[src/rtl/wb_result_buffer.sv]
// Result holding FIFO between an execution unit's result stage and writeback arbitration.
// Latency: a result pushed in cycle N is offered on wb_done/wb_id/wb_rd in cycle N+1 (no bypass).
// Backpressure: result_ready drops when all DEPTH entries are held; it depends only on registered count.
module wb_result_buffer #(
  parameter int DEPTH = 2,
  parameter int ID_W = 8,
  localparam int LOG2_DEPTH = $clog2(DEPTH)
) (
  input  logic                  clk,
  input  logic                  rst_n,
  input  logic                  result_valid,
  input  logic [ID_W-1:0]       result_id,
  input  logic [31:0]           result_data,
  output logic                  result_ready,
  output logic                  wb_done,
  output logic [ID_W-1:0]       wb_id,
  output logic [31:0]           wb_rd,
  input  logic                  wb_ack,
  output logic [LOG2_DEPTH:0]   occupancy
);

  localparam logic [LOG2_DEPTH:0] FULL_CNT = (LOG2_DEPTH+1)'(DEPTH);

  // Entry storage; contents are not reset, only the pointers and count are.
  logic [ID_W-1:0]       id_mem   [DEPTH];
  logic [31:0]           data_mem [DEPTH];
  logic [LOG2_DEPTH-1:0] rptr;
  logic [LOG2_DEPTH-1:0] wptr;
  logic [LOG2_DEPTH:0]   count;
  logic [LOG2_DEPTH:0]   count_next;
  logic                  push;
  logic                  pop;

  // Handshakes: full/empty status comes straight from count, so no wb_ack -> result_ready path.
  always_comb begin
    result_ready = (count != FULL_CNT);
    wb_done      = (count != '0);
    push         = result_valid & result_ready;
    pop          = wb_ack & wb_done;
    count_next   = count;
    case ({push, pop})
      2'b10:   count_next = count + 1'b1;
      2'b01:   count_next = count - 1'b1;
      default: count_next = count;
    endcase
  end

  // Pointer and count registers; reset empties the buffer immediately.
  always_ff @(posedge clk or negedge rst_n) begin
    if (!rst_n) begin
      rptr  <= '0;
      wptr  <= '0;
      count <= '0;
    end else begin
      if (push) wptr <= wptr + 1'b1;
      if (pop)  rptr <= rptr + 1'b1;
      count <= count_next;
    end
  end

  // Write the incoming result into the slot at wptr.
  always_ff @(posedge clk) begin
    if (push) begin
      id_mem[wptr]   <= result_id;
      data_mem[wptr] <= result_data;
    end
  end

  // Head entry is presented directly from the array.
  always_comb begin
    wb_id     = id_mem[rptr];
    wb_rd     = data_mem[rptr];
    occupancy = count;
  end

`ifndef SYNTHESIS
  // Flag protocol misuse by the unit or the writeback arbiter.
  always_ff @(posedge clk) begin
    if (rst_n) begin
      assert (!(wb_ack && !wb_done))
        else $warning("wb_result_buffer: wb_ack with no entry held, ignored");
      assert (!(result_valid && !result_ready))
        else $warning("wb_result_buffer: result_valid while full, result dropped");
    end
  end
`endif

endmodule

[config.mk]
export PLATFORM = sky130hd
export DESIGN_NAME = wb_result_buffer
export DESIGN_NICKNAME = d
export VERILOG_FILES = /design/src/rtl/wb_result_buffer.sv
export SDC_FILE = /design/constraint.sdc
export NUM_CORES = 1
export LEC_CHECK = 0
export CORE_ASPECT_RATIO = 0.9
export CORE_MARGIN = 4
export CORE_UTILIZATION = 51
export CTS_CLUSTER_SIZE = 40
export DETAILED_ROUTE_END_ITERATION = 8
export GPL_TIMING_DRIVEN = 1
export PLACE_DENSITY = 0.85
export SYNTH_ARGS = -nofsm -noshare
export SYNTH_HDL_FRONTEND = slang
export SYNTH_SLANG_ARGS = --single-unit
[constraint.sdc]
create_clock -name clk -period 5.35 [get_ports clk]
set_clock_uncertainty 0.15 [all_clocks]
set_input_delay 0.8025 -clock clk [delete_from_list [all_inputs] [get_ports clk]]
set_output_delay 0.8025 -clock clk [all_outputs]
set_load 0.01 [all_outputs]
Word level (Yosys, flattened, before mapping)
Memories as Yosys holds them, arrays and structs flattened.
Cells that the tools add are included.

word-level totals
  flip-flop bits (word level) = 4
  RAM bits = 80
  input port bits = 44
  output and inout bits = 44
  logic and storage cells = 19
  memories kept = 2

memory list
  name      words  width  rd ports  clocked after memory_dff  wr ports  line  text
  data_mem  2      32     1         0                         1         26    logic [31:0] data_mem [DEPTH];
  id_mem    2      8      1         0                         1         25    logic [ID_W-1:0] id_mem [DEPTH];

operators by class
  $add $sub $neg = 4
  equality and inequality tests = 3
  mux-type cells = 3
  bitwise gates (word level) = 2
  reduce and logical (&&, ||, !) cells = 2

operators with widths
  operator             count
  $pmux 2 s2           1
  $reduce_bool 2->1    2
  $add 1x1->1 const B  2
  $add 2x1->2 const B  1
  $and 1x1->1          2
  $eq 2x1->1 const B   1
  $eq 2x2->1 const B   1
  $mux 1               2
  $ne 2x2->1 const B   1
  $sub 2x1->2 const B  1

Depth between registers and ports, before layout
Gate-level depths: netlist of the first run.

  depth in word-level cells = 4
  depth in mapped cells = 6
  gate-level depth less buffers = 6

Least setup slack after synthesis of the first run
Ideal clock, no wire load.

  path kind = input-to-reg
  start = input port result_valid
  end = memory data_mem[0][0] (enable)
  setup time = 0.437 ns
  data arrival time = 2.584 ns
  required time = 4.763 ns
  setup slack = 2.178 ns
  cell stages on the path = 2
  path buffers = 0
  cells stage by stage = nand2_1 nor2_1

on the way
  cells in the longest elaborated chain, start to end = 3

RTL lines
  item                          line  text
  from (decl)                   11    input logic result_valid,
  $and 1x1->1                   38    push = result_valid & result_ready;
  $mux 1                        63    if (push) begin
  $mux 1 (implied by the code)  65    data_mem[wptr] <= result_data;
  to (decl)                     26

No other way between the ends.

Worst setup path in the final report of the first run
  start = register rptr
  end = output port wb_rd[18]

on the way
  cells in the longest elaborated chain, start to end = 1

RTL lines
  item                    line  text
  from (decl)             27    logic [LOG2_DEPTH-1:0] rptr;
  from (signal assigned)  56    if (pop) rptr <= rptr + 1'b1;
  $mem_v2 2x32            --
  to (decl)               17    output logic [31:0] wb_rd,

No other way between the ends.

==> results of run 1 <==
## stage by stage
stage | worst slack, ns | cell area, um^2 | hold slack, ns | total power, W
finish | 2.163 | 4177 | 0.3650 | 0.002096
floorplan | 2.178 | 3104 | 0.3108 | 0.001392
global route | 2.033 | 4177 | 0.4095 | 0.002208
global placement | 2.495 | 4016 | 0.3496 | 0.001748
detailed placement | 2.462 | 4016 | 0.3579 | 0.001760
CTS | 2.114 | 4177 | 0.3708 | 0.002129
## worst min-delay path by stage
stage                             from            to  slack, ns
after floorplan                   wptr          wptr       0.31
after CTS                 occupancy[1]  occupancy[1]       0.37
after detailed placement  occupancy[1]  occupancy[1]       0.36
after global placement    occupancy[1]  occupancy[1]       0.35
final                     occupancy[1]  occupancy[1]       0.37
after global routing      occupancy[1]  occupancy[1]       0.41
## where the power goes
group          internal, W  switching, W
registers         0.000903     0.0000987
clock network     0.000165      0.000198
logic             0.000443      0.000288
total              0.00151      0.000584
## synthesized netlist by cell type
cell,count
and2_4,1
and3_1,1
buf_6,5
dfrtp_1,4
edfxtp_1,80
ha_1,1
mux2_1,3
mux2_2,37
nand2_1,1
nand2b_1,1
nor2_1,2
or2_1,1
xnor2_1,3
xor2_1,2
## sequential cells by signal, summed over array words and instances (netlist names)
name,cells
id_mem,16
rptr,1
occupancy,2
data_mem,64
wptr,1
## routing by layer
metal	vias to the layer above	part of all wire
li1	739	-
met1	750	0.43
met2	69	0.48
met3	5	0.081
met4	0	0.0076
met5	-	0
## placed cells by master (no fill, tap or decap), types with 2 or more instances in the layout
cell	n
edfxtp_1	80
clkbuf_8	9
mux2_2	37
clkinv_2	2
dfrtp_1	3
clkinvlp_4	2
clkbuf_1	2
clkdlybuf4s50_1	87
xnor2_1	3
mux2_1	3
xor2_1	2
## critical path: cells and delay by family, from the launching register on
kind,cells,cell delay (ns)
buffers and inverters,1,0.48
DFF,1,0.95
muxes,1,0.43
## area by class of cell
cell class	instances	area (um^2)
clock inverter	5	28.78
sequential	84	2504
fill	402	1614
tap	70	87.58
multi-input combinational	53	554.3
timing repair buffer	87	870.8
clock buffer	11	131.4
## logic make-up (layout without fill, tap and decap cells)
kind of cell               after synthesis  count (layout)  synth area share
buffers and inverters                    5             103           0.01814
muxes                                   40              40            0.1451
DFF                                     84              84            0.8061
and+or+nand+nor                          7               7           0.01250
adders and majority gates                1               1          0.004030
xor gates and xnor gates                 5               5           0.01411
==> summary.txt, run 1 <==
Power and ir drop
  • Max VDD drop: 0.2873 mV
  • Lkg Pwr: 1.408 nW
  • Pwr Density: 501.8 mW/mm^2

STA
  • Achievable Freq: 313.8 MHz
  • Tcrit/Tclk final: 0.5957
  • Max-slew violations: 0
  • RSZ-0062 raised after global routing: no
  • Post-layout min period: 3.187 ns
  • Final Hold Viols: 0
  • Setup TNS: 0 ns
  • Tightest Pin Transition: 1.118 ns
  • Slew HR: 0.2531
  • Setup violators final: 0

Synthesis
  • Synthesis-stage register bit count: 84
  • Gate Count Post-Synth: 142
  • Register area share after synthesis: 0.8061
  • Area contributors post-synth: edfxtp_1 77%, mux2_2 13%, dfrtp_1 3.2%
  • Cell taking the most area after synthesis: edfxtp_1
  • Yosys cell types: 14
  • Mapped cell area: 0.003104 mm^2
  • Ys Warns: 0
  • Syn nets: 187
  • Avg Inst Size Synth: 21.86 um^2
  • Top-area cell type share of the netlist area: 0.7739

CTS
  • Clock sinks: 84
  • CTS tree: built
  • Post CTS Setup Buffer Count: 0
  • Resize count post-CTS: 0
  • Hold_buf cts: 0
  • Clock tree buffer depth: 2
  • CTS root buf: clkbuf_8
  • H-tree depth: 3
  • Clock transition at the registers of the reported paths: 0.07 ns
  • Clk_lat worst skew: 0.33 ns
  • TritonCTS Buffers: 9

Critical path
  • Critical path's slowest cell: dfrtp_2
  • R2r endpoint: data_mem[0][15]
  • Slowest cell delay on critical path: 0.95 ns
  • Reg2reg setup slack: 3.21 ns
  • Crit-path cells: mux2_2 > clkdlybuf4s50_1
  • Reg2reg start: occupancy[0]
  • Worst Setup SP: rptr
  • Setup crit end kind: output port
  • Worst EP arrival: 2.23 ns
  • Crit Path Class: reg -> out
  • Startpoint types: flop
  • CP required: 4.40 ns
  • Peak fanout along the critical path: 41
  • R2R depth: 3
  • Crit path to: wb_rd[18]

Floorplan
  • Die Width: 90.24 um
  • Die Y: 82.02 um
  • I/O pin cnt: 88
  • Starting Density: 0.5361
  • Row cnt: 26
  • Die area: 0.007401 mm^2
  • Core footprint: 0.005791 mm^2

Global route
  • GRT Util Overall: 0.1503
  • Initial antenna violation count: 0
  • Met3 usage: 0.05952
  • First-pass GRT wire length: 8.190 mm
  • GR Util met2: 0.2446
  • Grt met1 use: 0.1889
  • GRT overflow: 0
  • Vias in the first global route: 1684
  • Largest net degree at the start of global routing: 42
  • Most Crowded Layer GR: met2

Place
  • DP Wirelength: 3.634 mm
  • Final Wtd Congestion: 0.7181
  • PortBufs: 87
  • Placed Instances: 294

Final layout
  • Non-Filler Instances: 310
  • Syn-to-layout area delta: 34.54%
  • Final net count: 280
  • Core Util, Final: 0.7213
  • Antenna Cells: 0
  • Ratio of cells with drive above 1 in the final layout: 0.2250

Route
  • Drt first-iter violations: 72
  • Vias after detailed routing: 1563
  • DR DRC count: 0
  • Drt wl/cell: 17.29 um
  • Vias per std cell: 5.042
  • Final ANT Viol Nets: 0
  • Drt total wl: 5.360 mm
  • DR pass1 iterations: 4

Run status
  • Status: finished, final reports clean

Run
  • Max-cap viol count: 0

Hold path
  • Worst min-delay path class: reg -> reg
  • Hold path cells: 1
Note: power is estimated with default switching activity, not from simulation.
==> run 2: changes to the inputs <==
--- a/config.mk
+++ b/config.mk
@@ -7,11 +7,11 @@
 export LEC_CHECK = 0
 export CORE_ASPECT_RATIO = 0.9
 export CORE_MARGIN = 4
-export CORE_UTILIZATION = 51
+export CORE_UTILIZATION = 42
 export CTS_CLUSTER_SIZE = 40
 export DETAILED_ROUTE_END_ITERATION = 8
 export GPL_TIMING_DRIVEN = 1
-export PLACE_DENSITY = 0.85
+export PLACE_DENSITY = 0.75
 export SYNTH_ARGS = -nofsm -noshare
 export SYNTH_HDL_FRONTEND = slang
 export SYNTH_SLANG_ARGS = --single-unit
==> constraint.sdc (replaced) <==
create_clock -name clk -period 2.6 [get_ports clk]
set_clock_uncertainty 0.15 [all_clocks]
set_input_delay 0.39 -clock clk [delete_from_list [all_inputs] [get_ports clk]]
set_output_delay 0.39 -clock clk [all_outputs]
set_load 0.01 [all_outputs]
==> summary.txt, run 2 (same netlist as run 1, synthesis figures left out) <==
Run status
  • Status: finished, final reports clean

Final layout
  • Most frequent cells in the layout: 87 x clkdlybuf4s50_1, 80 x edfxtp_1, 37 x mux2_2
  • Ratio of cells with drive above 1 in the final layout: 0.2490 (+0.02398)
  • Filler instances: 557 (+39%)
  • Syn-to-layout area delta: 38.86%
  • Antenna Cells: 0 (unchanged)
  • Multi-input gate area: 554.3 um^2 (unchanged)
  • Max reg flops: 64 (unchanged)
  • Largest Register: data_mem
  • Final net count: 285 (+1.8%)
  • Most common cell after layout, fill and taps aside: clkdlybuf4s50_1
  • Reg area: 0.002504 mm^2 (unchanged)

Power and ir drop
  • Max VDD drop: 0.5200 mV (+81%)
  • Lkg Pwr: 1.469 nW (+4.3%)
  • Pwr Density: 1054 mW/mm^2 (+110%)

Global route
  • GRT Util Overall: 0.1284 (-0.02191)
  • First-pass GRT wire length: 8.362 mm (+2.1%)
  • Vias in the first global route: 1730 (+2.7%)
  • GRT overflow: 0 (unchanged)
  • Initial antenna violation count: 0 (unchanged)
  • Largest net degree at the start of global routing: 33 (-21%)

STA
  • Tcrit/Tclk final: 0.9007
  • RSZ-0062 raised after global routing: no
  • Setup violators final: 0 (unchanged)
  • Setup TNS: 0 ns (unchanged)
  • Tightest Pin Transition: 0.4065 ns (-0.7113 ns)
  • Post-layout min period: 2.342 ns
  • Slew HR: 0.7284 (+0.4753)
  • Final Hold Viols: 0 (unchanged)
  • Max-slew violations: 0 (unchanged)
  • Achievable Freq: 427.0 MHz
  • WHS: 0.09893 ns (-0.2661 ns)

CTS
  • Clk_lat worst skew: 0.33 ns (about the same)
  • CTS tree: built
  • Clock sinks: 84 (unchanged)
  • Hold_buf cts: 0 (unchanged)
  • TritonCTS Buffers: 9 (unchanged)
  • Clock tree buffer depth: 2 (unchanged)
  • H-tree depth: 3 (unchanged)
  • Clock transition at the registers of the reported paths: 0.07 ns (about the same)
  • Post CTS Setup Buffer Count: 0 (unchanged)
  • Resize count post-CTS: 0 (unchanged)
  • CTS root buf: clkbuf_8

Critical path
  • Slowest cell delay on critical path: 0.48 ns (-0.47 ns)
  • CP required: 2.06 ns (-2.34 ns)
  • Critical path's slowest cell: clkdlybuf4s50_1
  • Worst EP arrival: 1.80 ns (-0.43 ns)
  • Peak fanout along the critical path: 31 (-24%)
  • Crit-path cells: buf_12 > mux2_2 > clkdlybuf4s50_1
  • Setup crit end kind: output port
  • Crit Path Class: reg -> out
  • Startpoint types: flop

Route
  • Final ANT Viol Nets: 0 (unchanged)
  • DR pass1 iterations: 4 (unchanged)
  • Drt total wl: 5.450 mm (+1.7%)
  • Vias per std cell: 4.695 (-6.9%)
  • Vias after detailed routing: 1587 (+1.5%)
  • DR DRC count: 0 (unchanged)
  • Drt wl/cell: 16.12 um (-6.7%)
  • Drt first-iter violations: 50 (-31%)

Floorplan
  • I/O pin cnt: 88 (unchanged)
  • Starting Density: 0.4365 (-0.09960)
  • Row cnt: 29 (+12%)
  • Core footprint: 0.007112 mm^2 (+23%)
  • Die area: 0.008832 mm^2 (+19%)
  • Die Y: 89.56 um (+9.2%)
  • Die Width: 98.62 um (+9.3%)

Hold path
  • Worst min-delay path class: in -> async

Run
  • Max-cap viol count: 0 (unchanged)

Place
  • PortBufs: 87 (unchanged)
  • DP Wirelength: 3.762 mm (+3.5%)
  • Final Wtd Congestion: 0.7368 (+2.6%)
[run 2: area by class of cell]
class                           count  share of cell area
Sequential cell                    84              0.5808
Timing Repair Buffer               92              0.2194
Multi-Input combinational cell     53              0.1286
Clock buffer                       10             0.02961
Tap cell                           93             0.02700
Clock inverter                      6             0.01451
[run 2: critical path: cells and delay by family, from the launching register on]
kind / cells / cell delay [ns]
muxes: 1 / 0.37
DFF: 1 / 0.39
buffers and inverters: 2 / 0.68
[run 2: worst paths after layout]
check,cells past startpoint,start,endpoint,slack [ns]
max in group asynchronous,1,rst_n,rptr,2.03
max reg2reg,4,occupancy[0],data_mem[0][24],0.81
max,3,rptr,wb_rd[19],0.26
min reg2reg,1,occupancy[1],occupancy[1],0.38
min in group clk,1,occupancy[1],occupancy[1],0.38
min,1,rst_n,wptr,0.1
[run 2: per-stage QoR]
stage / area (um^2) / instances / util / setup WS [ns] / power, W
5_1_grt: 4310 / 338 / 0.6061 / 0.1983 / 0.004795
6_report: 4310 / 338 / 0.6061 / 0.2582 / 0.004545
3_3_place_gp: 4120 / 322 / 0.5793 / 0.5356 / 0.003700
4_1_cts: 4310 / 338 / 0.6061 / 0.2349 / 0.004614
2_1_floorplan: 3107 / 142 / - / 0.2060 / 0.002863
3_5_place_dp: 4120 / 322 / 0.5793 / 0.5468 / 0.003726
[run 2: layer usage]
| layer | global-route usage | vias up | wire [um] |
|---|---|---|---|
| met3 | 0.04056 | 11 | 356 |
| met1 | 0.1533 | 759 | 2323 |
| met5 | 0 | - | 0 |
| met2 | 0.2130 | 65 | 2663 |
| li1 | - | 752 | - |
| met4 | 0.06576 | 0 | 108 |
[run 2: power breakdown]
part           internal [W]  switching [W]  leakage, nW
Sequential          0.00185      0.0000942        0.789
Clock              0.000444       0.000431        0.100
Combinational      0.000995       0.000729        0.579
Total               0.00329        0.00125         1.47
==> run 3: changes to the inputs <==
--- a/config.mk
+++ b/config.mk
@@ -12,6 +12,7 @@
 export DETAILED_ROUTE_END_ITERATION = 8
 export GPL_TIMING_DRIVEN = 1
 export PLACE_DENSITY = 0.75
+export RECOVER_POWER = 25
 export SYNTH_ARGS = -nofsm -noshare
 export SYNTH_HDL_FRONTEND = slang
 export SYNTH_SLANG_ARGS = --single-unit
==> summary.txt, run 3 (same netlist as run 1, synthesis figures left out) <==
Final layout
  • Filler instances: 557 (unchanged)
  • Ratio of cells with drive above 1 in the final layout: 0.2490 (unchanged)
  • Antenna Cells: 0 (unchanged)
  • Largest Register: data_mem
  • Max reg flops: 64 (unchanged)
  • Reg area: 0.002504 mm^2 (unchanged)
  • Syn-to-layout area delta: 38.86% (unchanged)
  • Most common cell after layout, fill and taps aside: edfxtp_1
  • Multi-input gate area: 554.3 um^2 (unchanged)
  • Final net count: 285 (unchanged)
  • Most frequent cells in the layout: 80 x edfxtp_1, 60 x clkdlybuf4s50_1, 37 x mux2_2

Critical path
  • Peak fanout along the critical path: 31 (unchanged)
  • CP bufs+invs: 2 (unchanged)
  • Worst EP arrival: 1.80 ns (about the same)
  • Setup crit end kind: output port
  • Crit-path cells: buf_12 > mux2_2 > clkdlybuf4s50_1
  • Delay-heaviest family, CP: buffers and inverters
  • Crit Path Class: reg -> out
  • Critical path's slowest cell: clkdlybuf4s50_1
  • Startpoint types: flop
  • Slowest cell delay on critical path: 0.48 ns (about the same)
  • CP required: 2.06 ns (about the same)

CTS
  • H-tree depth: 3 (unchanged)
  • Post CTS Setup Buffer Count: 0 (unchanged)
  • Clock tree buffer depth: 2 (unchanged)
  • CTS tree: built
  • Clk_lat worst skew: 0.33 ns (about the same)
  • Clock transition at the registers of the reported paths: 0.07 ns (about the same)
  • Clock sinks: 84 (unchanged)
  • TritonCTS Buffers: 9 (unchanged)
  • Hold_buf cts: 0 (unchanged)
  • CTS root buf: clkbuf_8
  • Resize count post-CTS: 0 (unchanged)

STA
  • Setup ws final: 0.2575 ns (-0.0006530 ns)
  • Max-slew violations: 0 (unchanged)
  • Post-layout min period: 2.342 ns (+0.0006530 ns)
  • RSZ-0062 raised after global routing: no
  • Tcrit/Tclk final: 0.9010 (about the same)
  • Slew HR: 0.7293 (+0.0009280)
  • Achievable Freq: 426.9 MHz (about the same)
  • Final Hold Viols: 0 (unchanged)
  • Tightest Pin Transition: 0.4051 ns (-0.001390 ns)
  • Setup TNS: 0 ns (unchanged)
  • Setup violators final: 0 (unchanged)

Floorplan
  • Die Y: 89.56 um (unchanged)
  • I/O pin cnt: 88 (unchanged)
  • Die area: 0.008832 mm^2 (unchanged)
  • Row cnt: 29 (unchanged)
  • Core footprint: 0.007112 mm^2 (unchanged)
  • Starting Density: 0.4365 (unchanged)
  • Die Width: 98.62 um (unchanged)

Global route
  • Largest net degree at the start of global routing: 33 (unchanged)
  • GRT overflow: 0 (unchanged)
  • First-pass GRT wire length: 8.362 mm (unchanged)
  • Vias in the first global route: 1730 (unchanged)
  • Initial antenna violation count: 0 (unchanged)
  • GRT Util Overall: 0.1284 (unchanged)

Route
  • Drt wl/cell: 16.08 um (-0.28%)
  • Final ANT Viol Nets: 0 (unchanged)
  • Drt first-iter violations: 50 (unchanged)
  • DR DRC count: 0 (unchanged)
  • Vias after detailed routing: 1585 (-0.13%)
  • Drt total wl: 5.435 mm (-0.28%)
  • DR pass1 iterations: 4 (unchanged)
  • Vias per std cell: 4.689 (-0.13%)

Run status
  • Status: finished, final reports clean

Power and ir drop
  • Lkg Pwr: 1.476 nW (+0.49%)
  • Pwr Density: 1052 mW/mm^2 (-0.20%)
  • Max VDD drop: 0.5200 mV (about the same)

Run
  • Max-cap viol count: 0 (unchanged)

Place
  • Dpl ws: 0.5468 ns (unchanged)
  • DP Wirelength: 3.762 mm (unchanged)
  • Final Wtd Congestion: 0.7368 (unchanged)
  • PortBufs: 87 (unchanged)

Hold path
  • Worst min-delay path class: in -> async
[run 3: changes by cell type in the layout (fill, tap and decap cells not counted)]
| cell | delta |
|---|---|
| clkdlybuf4s50_1 | -27 |
| dlygate4sd3_1 | +27 |
[run 3: cell type report]
cell class,instances,area share
multi-input combinational,53,0.1286
sequential,84,0.5808
clock buffer,10,0.02961
clock inverter,6,0.01451
timing repair buffer,92,0.2194
tap,93,0.02700
[run 3: per-layer routing]
| layer | vias up | wire length, um | track usage |
|---|---|---|---|
| met5 | - | 0 | 0 |
| met4 | 0 | 108 | 0.06576 |
| met3 | 11 | 356 | 0.04056 |
| met2 | 65 | 2654 | 0.2130 |
| met1 | 757 | 2316 | 0.1533 |
| li1 | 752 | - | - |
[run 3: power by group]
group	total [W]	switching, W	internal [W]	leakage, nW
logic	0.00172	0.000729	0.000987	0.587
registers	0.00195	0.0000943	0.00185	0.789
clock network	0.000875	0.000430	0.000444	0.100
total	0.00454	0.00125	0.00328	1.48
[run 3: through the flow]
step           std cells  hold slack, ns  area, um^2  power, W  utilization
6_report             338          0.1689        4310  0.004536       0.6061
5_1_grt              338          0.1569        4310  0.004786       0.6061
4_1_cts              338         0.08853        4310  0.004614       0.6061
3_5_place_dp         322          0.3763        4120  0.003726       0.5793
3_3_place_gp         322          0.3672        4120  0.003700       0.5793
2_1_floorplan        142        -0.05559        3107  0.002863            -
[run 3: worst paths after layout]
kind                                    from         endpoint  slack [ns]  cells past startpoint
worst max-delay path                    rptr        wb_rd[19]        0.26                      3
worst min-delay path                   rst_n             wptr        0.17                      1
worst max register to register  occupancy[0]  data_mem[0][24]        0.81                      4
worst min register to register  occupancy[1]     occupancy[1]        0.38                      1
max in group asynchronous              rst_n             rptr        1.95                      1
min in group clk                occupancy[1]     occupancy[1]        0.38                      1
[run 3: worst register-to-register path, cell delays in order (launching register included)]
cell and delay (ns):
dfrtp_1 0.44, nand2b_1 0.17, nand2_1 0.14, nor2_4 0.36, buf_12 0.24
